<file path="config.mk">
export PLATFORM = sky130hd
export DESIGN_NAME = ascii_uart_tx
export DESIGN_NICKNAME = d
export VERILOG_FILES = /design/src/rtl/ascii_uart_pkg.sv /design/src/rtl/uart_tx_byte.sv /design/src/rtl/ascii_uart_tx.sv
export SDC_FILE = /design/constraint.sdc
export NUM_CORES = 1
export LEC_CHECK = 0
export CAP_MARGIN = 10
export CELL_PAD_IN_SITES_DETAIL_PLACEMENT = 1
export CELL_PAD_IN_SITES_GLOBAL_PLACEMENT = 2
export CORE_MARGIN = 5
export CORE_UTILIZATION = 30
export DETAILED_ROUTE_END_ITERATION = 8
export HOLD_SLACK_MARGIN = 0.05
export PLACE_DENSITY = 0.79
export SLEW_MARGIN = 20
export SYNTH_ARGS = -nofsm -noshare
export SYNTH_HDL_FRONTEND = slang
export SYNTH_SLANG_ARGS = --single-unit
</file>
<file path="constraint.sdc">
create_clock -name clk -period 2.64 [get_ports clk]
set_input_delay 0.264 -clock clk [delete_from_list [all_inputs] [get_ports clk]]
set_output_delay 0.264 -clock clk [all_outputs]
set_load 0.005 [all_outputs]
</file>
<file path="src/rtl/ascii_uart_pkg.sv">
// Shared types and constants for the ASCII UART transmitter.
// The ASCII_CRLF_EN macro (used in ascii_uart_tx) appends CR/LF frames to each message.
package ascii_uart_pkg;

    typedef enum logic [1:0] {
        IDLE      = 2'd0,
        START_BIT = 2'd1,
        DATA      = 2'd2,
        STOP_BIT  = 2'd3
    } uart_state_t;

    localparam logic [7:0] ASCII_CR   = 8'h0D;
    localparam logic [7:0] ASCII_LF   = 8'h0A;
    localparam int         FRAME_BITS = 10;

endpackage

</file>
<file path="src/rtl/uart_tx_byte.sv">
// Single-byte 8N1 serialiser. A start offered in the last stop-bit cycle chains
// the next frame with no idle gap between frames.
module uart_tx_byte
    import ascii_uart_pkg::*;
#(
    parameter int CLKS_PER_BIT = 868
) (
    input  logic       clk,
    input  logic       rst,
    input  logic       start,
    input  logic [7:0] data,
    output logic       tx,
    output logic       done
);

    localparam int BW = (CLKS_PER_BIT > 2) ? $clog2(CLKS_PER_BIT) : 1;
    localparam logic [BW-1:0] BAUD_LAST = BW'(CLKS_PER_BIT - 1);

    uart_state_t   state, state_n;
    logic [BW-1:0] baud, baud_n;
    logic [2:0]    bit_idx, bit_n;
    logic [7:0]    data_q, data_n;
    logic          tx_n;
    logic          term;

    assign term = (baud == BAUD_LAST);

    always_comb begin
        state_n = state;
        baud_n  = baud;
        bit_n   = bit_idx;
        data_n  = data_q;
        done    = 1'b0;
        case (state)
            IDLE: begin
                if (start) begin
                    state_n = START_BIT;
                    baud_n  = '0;
                    data_n  = data;
                end
            end
            START_BIT: begin
                if (term) begin
                    baud_n  = '0;
                    bit_n   = 3'd0;
                    state_n = DATA;
                end else begin
                    baud_n = baud + 1'b1;
                end
            end
            DATA: begin
                if (term) begin
                    baud_n = '0;
                    if (bit_idx == 3'd7) state_n = STOP_BIT;
                    else                 bit_n   = bit_idx + 3'd1;
                end else begin
                    baud_n = baud + 1'b1;
                end
            end
            STOP_BIT: begin
                if (term) begin
                    done   = 1'b1;
                    baud_n = '0;
                    if (start) begin
                        state_n = START_BIT;
                        data_n  = data;
                    end else begin
                        state_n = IDLE;
                    end
                end else begin
                    baud_n = baud + 1'b1;
                end
            end
            default: state_n = IDLE;
        endcase

        // tx is registered from the next state so the pin never glitches
        case (state_n)
            START_BIT: tx_n = 1'b0;
            DATA:      tx_n = data_n[bit_n];
            default:   tx_n = 1'b1;
        endcase
    end

    always_ff @(posedge clk) begin
        if (!rst) begin
            state   <= IDLE;
            baud    <= '0;
            bit_idx <= 3'd0;
            data_q  <= 8'd0;
            tx      <= 1'b1;
        end else begin
            state   <= state_n;
            baud    <= baud_n;
            bit_idx <= bit_n;
            data_q  <= data_n;
            tx      <= tx_n;
        end
    end

endmodule

</file>
<file path="src/rtl/ascii_uart_tx.sv">
// Captures a 4-char ASCII word on a bcd_ready rising edge and sends it as 8N1 frames.
// Define ASCII_CRLF_EN to follow each message with CR and LF frames.
module ascii_uart_tx
    import ascii_uart_pkg::*;
#(
    parameter int CLKS_PER_BIT = 868,
    parameter int NUM_CHARS    = 4
) (
    input  logic                   clk,
    input  logic                   rst,
    input  logic [8*NUM_CHARS-1:0] ascii_in,
    input  logic                   bcd_ready,
    output logic                   cross_ready,
    output logic                   tx,
    output logic                   busy
);

`ifdef ASCII_CRLF_EN
    localparam logic [2:0] LAST_IDX = 3'd5;
`else
    localparam logic [2:0] LAST_IDX = 3'd3;
`endif

    logic                   bcd_ready_d;
    logic                   capture;
    logic [8*NUM_CHARS-1:0] char_buf;
    logic [2:0]             char_idx;
    logic                   byte_start;
    logic [7:0]             byte_data;
    logic                   byte_done;

    function automatic logic [7:0] char_at(input logic [31:0] word, input logic [2:0] idx);
        case (idx)
            3'd0:    return word[31:24];
            3'd1:    return word[23:16];
            3'd2:    return word[15:8];
`ifdef ASCII_CRLF_EN
            3'd4:    return ASCII_CR;
            3'd5:    return ASCII_LF;
`endif
            default: return word[7:0];
        endcase
    endfunction

    assign capture = bcd_ready & ~bcd_ready_d;

    // First char comes straight from the input so tx drops on the capture edge
    always_comb begin
        byte_start = 1'b0;
        byte_data  = ascii_in[31:24];
        if (!busy) begin
            byte_start = capture;
        end else begin
            byte_start = byte_done && (char_idx != LAST_IDX);
            byte_data  = char_at(char_buf, char_idx + 3'd1);
        end
    end

    always_ff @(posedge clk) begin
        if (!rst) begin
            bcd_ready_d <= 1'b0;
            char_buf    <= '0;
            char_idx    <= 3'd0;
            busy        <= 1'b0;
        end else begin
            bcd_ready_d <= bcd_ready;
            if (!busy) begin
                if (capture) begin
                    char_buf <= ascii_in;
                    char_idx <= 3'd0;
                    busy     <= 1'b1;
                end
            end else if (byte_done) begin
                if (char_idx == LAST_IDX) busy     <= 1'b0;
                else                      char_idx <= char_idx + 3'd1;
            end
        end
    end

    assign cross_ready = ~busy;

    uart_tx_byte #(
        .CLKS_PER_BIT (CLKS_PER_BIT)
    ) u_byte (
        .clk   (clk),
        .rst   (rst),
        .start (byte_start),
        .data  (byte_data),
        .tx    (tx),
        .done  (byte_done)
    );

endmodule
</file>
==> flow_summary_export.csv <==
group,metric,value,unit
run_status,status,"finished clean",
logic_synthesis,synth_top_area_share,40.02,%
logic_synthesis,async_flop_share,0,%
timing,tightest_slew,560.4,ps
logic_synthesis,synth_nets,406,
drt,wirelength,7968,um
global_routing,grt-ovfl-total,0,
global_routing,grt_usage,13.50,%
drt,drc_errors,0,
finish,layout-drive-gt1-share,8.978,%
pwr,power,2.336,mW
clocking,h-tree-depth,3,
clocking,post_cts_buffers,0,
die,die-area,12290,sq um
clocking,cts_made_buffers,9,
logic_synthesis,ys_seq_area_share,40.02,%
finish,diodes,0,
global_routing,first_global_vias,2799,
die,die_w,110.9,um
worst_setup_path,cp.required,2860,ps
die,start_util,30.94,%
clocking,cts_tree,"done",
timing,rsz0062_at_grt,"no",
die,dieHeight,110.9,um
timing,slew_viol_final,0,
finish,nets,444,
clocking,postCtsHoldBufs,0,
logic_synthesis,syn_area_per_cell,8.500,sq um
logic_synthesis,ys_ff_latch,61,
logic_synthesis,synth_flop_cell,"dfxtp_1",
global_routing,grt_pass1_wl,13800,um
timing,fmax,411.5,MHz
worst_setup_path,crit_end,"u_byte.tx",
worst_setup_path,reg2reg_to,"u_byte.tx",
pwr,p_leak,1.409,nW
placed_design,port-buffer-count,37,
drt,dr.pass1.iters,5,
global_routing,grt_max_degree,35,
die,core_area,9864,sq um
clocking,clock_latency,340,ps
placed_design,gp_congestion,0.7579,
pwr,ir_drop,0.0002836,V
clocking,clk_path_buf_depth,2,
logic_synthesis,syn_inst,359,
finish,final_util,38.96,%
logic_synthesis,synth_top_area_cell,"dfxtp_1",
finish,layout_common_cells,"83 x nand2_1, 61 x dfxtp_1, 37 x clkdlybuf4s50_1",
worst_setup_path,cp_max_fo,9,
logic_synthesis,synth_cell_type_count,45,
clocking,path_clk_slew,70,ps
die,rows,36,
timing,fin_crit,2430,ps
worst_setup_path,crit_type,"flop to flop",
global_routing,antenna_found_initial,0,
timing,layout_setup_ws,209.8,ps
worst_setup_path,cp-start-kind,"flop",
timing,skew,10.83,ps
worst_setup_path,endpoint_kind,"flop",
drt,routedWlPerCell,14.92,um
worst_setup_path,reg2reg_depth,10,
logic_synthesis,synth_edf_count,0,
clocking,cts-root-buf,"clkbuf_8",
placed_design,dp.cells,519,
timing,min_period_over_period,92.05,%
worst_setup_path,reg2reg_from,"char_idx[1]",
timing,slew_headroom,62.42,%
clocking,clock-sinks,61,
hold_path,hp-class,"flop to flop",
finish,area_growth,25.95,%
logic_synthesis,synthTopCellsByArea,"dfxtp_1 40%, nand2_1 10%, a21boi_0 8.4%",
timing,hold_viol_final,0,
job,maxCapViolCount,0,
worst_setup_path,crit_start,"char_idx[1]",
finish,layout.cells.non_filler,534,
worst_setup_path,crit_arrival,2650,ps
timing,setup_viol,0,
placed_design,place_ws,148.9,ps
logic_synthesis,ys_warn_count,0,
worst_setup_path,r2r_setup_slack,210,ps
timing,tns,0,ps
logic_synthesis,syn_area,3052,sq um
finish,final_common_cell,"nand2_1",
drt,drtAntennaViolNets,0,
drt,vias,2651,
pwr,power_density,607.8,nW/um^2
die,io_pins,38,
drt,drtIter0Drc,134,
drt,vias_per_cell,4.964,
placed_design,hpwl,5805,um
==> registers in the layout (all words and copies together), names as in the netlist <==
name,flops
bcd_ready_d,1
busy,1
char_buf,32
char_idx,3
u_byte.baud,10
u_byte.bit_idx,3
u_byte.data_q,8
u_byte.state,2
u_byte.tx,1
==> power breakdown <==
group          internal [mW]  switching [mW]
clock                  0.672           0.362
sequential             0.968          0.0293
combinational          0.151           0.153
total                   1.79           0.545
==> critical path, stage by stage, from the launching register on <==
cell and delay (ps):
dfxtp_1 390, inv_1 80, ha_1 310, a222oi_1 570
a2bb2oi_1 230, a21oi_1 100, a22o_1 200, nand3b_1 80
o21ai_0 90, a21oi_1 180, a31oi_1 90
==> what timing repair did <==
item / in CTS / in global routing
gates resized for setup: 0 / 2
hold endpoints to repair: 0 / 0
endpoints found under the setup margin: 0 / 2
==> Yosys cell counts (2+ instances only) <==
cell type  instances
dfxtp_1           61
nor2b_1            8
o21ai_0           13
a21boi_0          34
nand4_1            6
a222oi_1           8
a22o_1             3
mux2i_1            3
ha_1              12
clkbuf_1          15
nor3_1             5
a2bb2oi_1          3
a31oi_1            3
nand3b_1           3
and2_1            16
nor2_1            18
xor2_1             6
buf_2              3
inv_1             12
a21oi_1           11
nand2_1           83
a211o_1            2
o2bb2ai_1          3
nand3_1            2
xnor2_1            3
o22ai_1            4
==> per-layer routing <==
layer  GRT usage, %  part of all wire [%]  up-vias
met5              0                     0        -
met4          4.433                   1.3        0
met3          2.784                   2.7        8
met2          21.56                    47       32
met1          18.16                    49     1292
li1               -                     -     1319
==> per-stage QoR <==
stage	hold slack, ps	cell area (sq um)
floorplan	385.7	3052
global placement	449.9	3586
detailed placement	455.5	3586
CTS	465.0	3832
global route	477.7	3844
finish	460.5	3844
==> kinds of logic after synthesis <==
kind of cell,synth area share (%)
multiplexers,1.353
AO/OA/AOI/OAI,23.99
flip-flops,40.02
XOR/XNOR,2.583
AND/OR/NAND/NOR,23.17
buffers and inverters,3.977
adder cells (fa/ha/maj),4.920
==> how the worst min path moves through the flow <==
stage,start,end,slack [ps],depth (start not counted)
after floorplan,bcd_ready,bcd_ready_d,390,1
after global placement,char_buf[30],char_buf[30],450,2
after detailed placement,char_buf[26],char_buf[26],460,2
after CTS,char_buf[26],char_buf[26],470,2
after global routing,ascii_in[3],char_buf[3],480,3
final,char_buf[26],char_buf[26],460,2
==> area by class of cell <==
class | instances | area [sq um]
Clock buffer | 11 | 151.4
Clock inverter | 4 | 95.09
Fill cell | 1168 | 6021
Inverter | 12 | 45.04
Multi-Input combinational cell | 267 | 1727
Sequential cell | 61 | 1221
Tap cell | 133 | 166.4
Timing Repair Buffer | 46 | 437.9
Power figures use the tool's default switching activity.
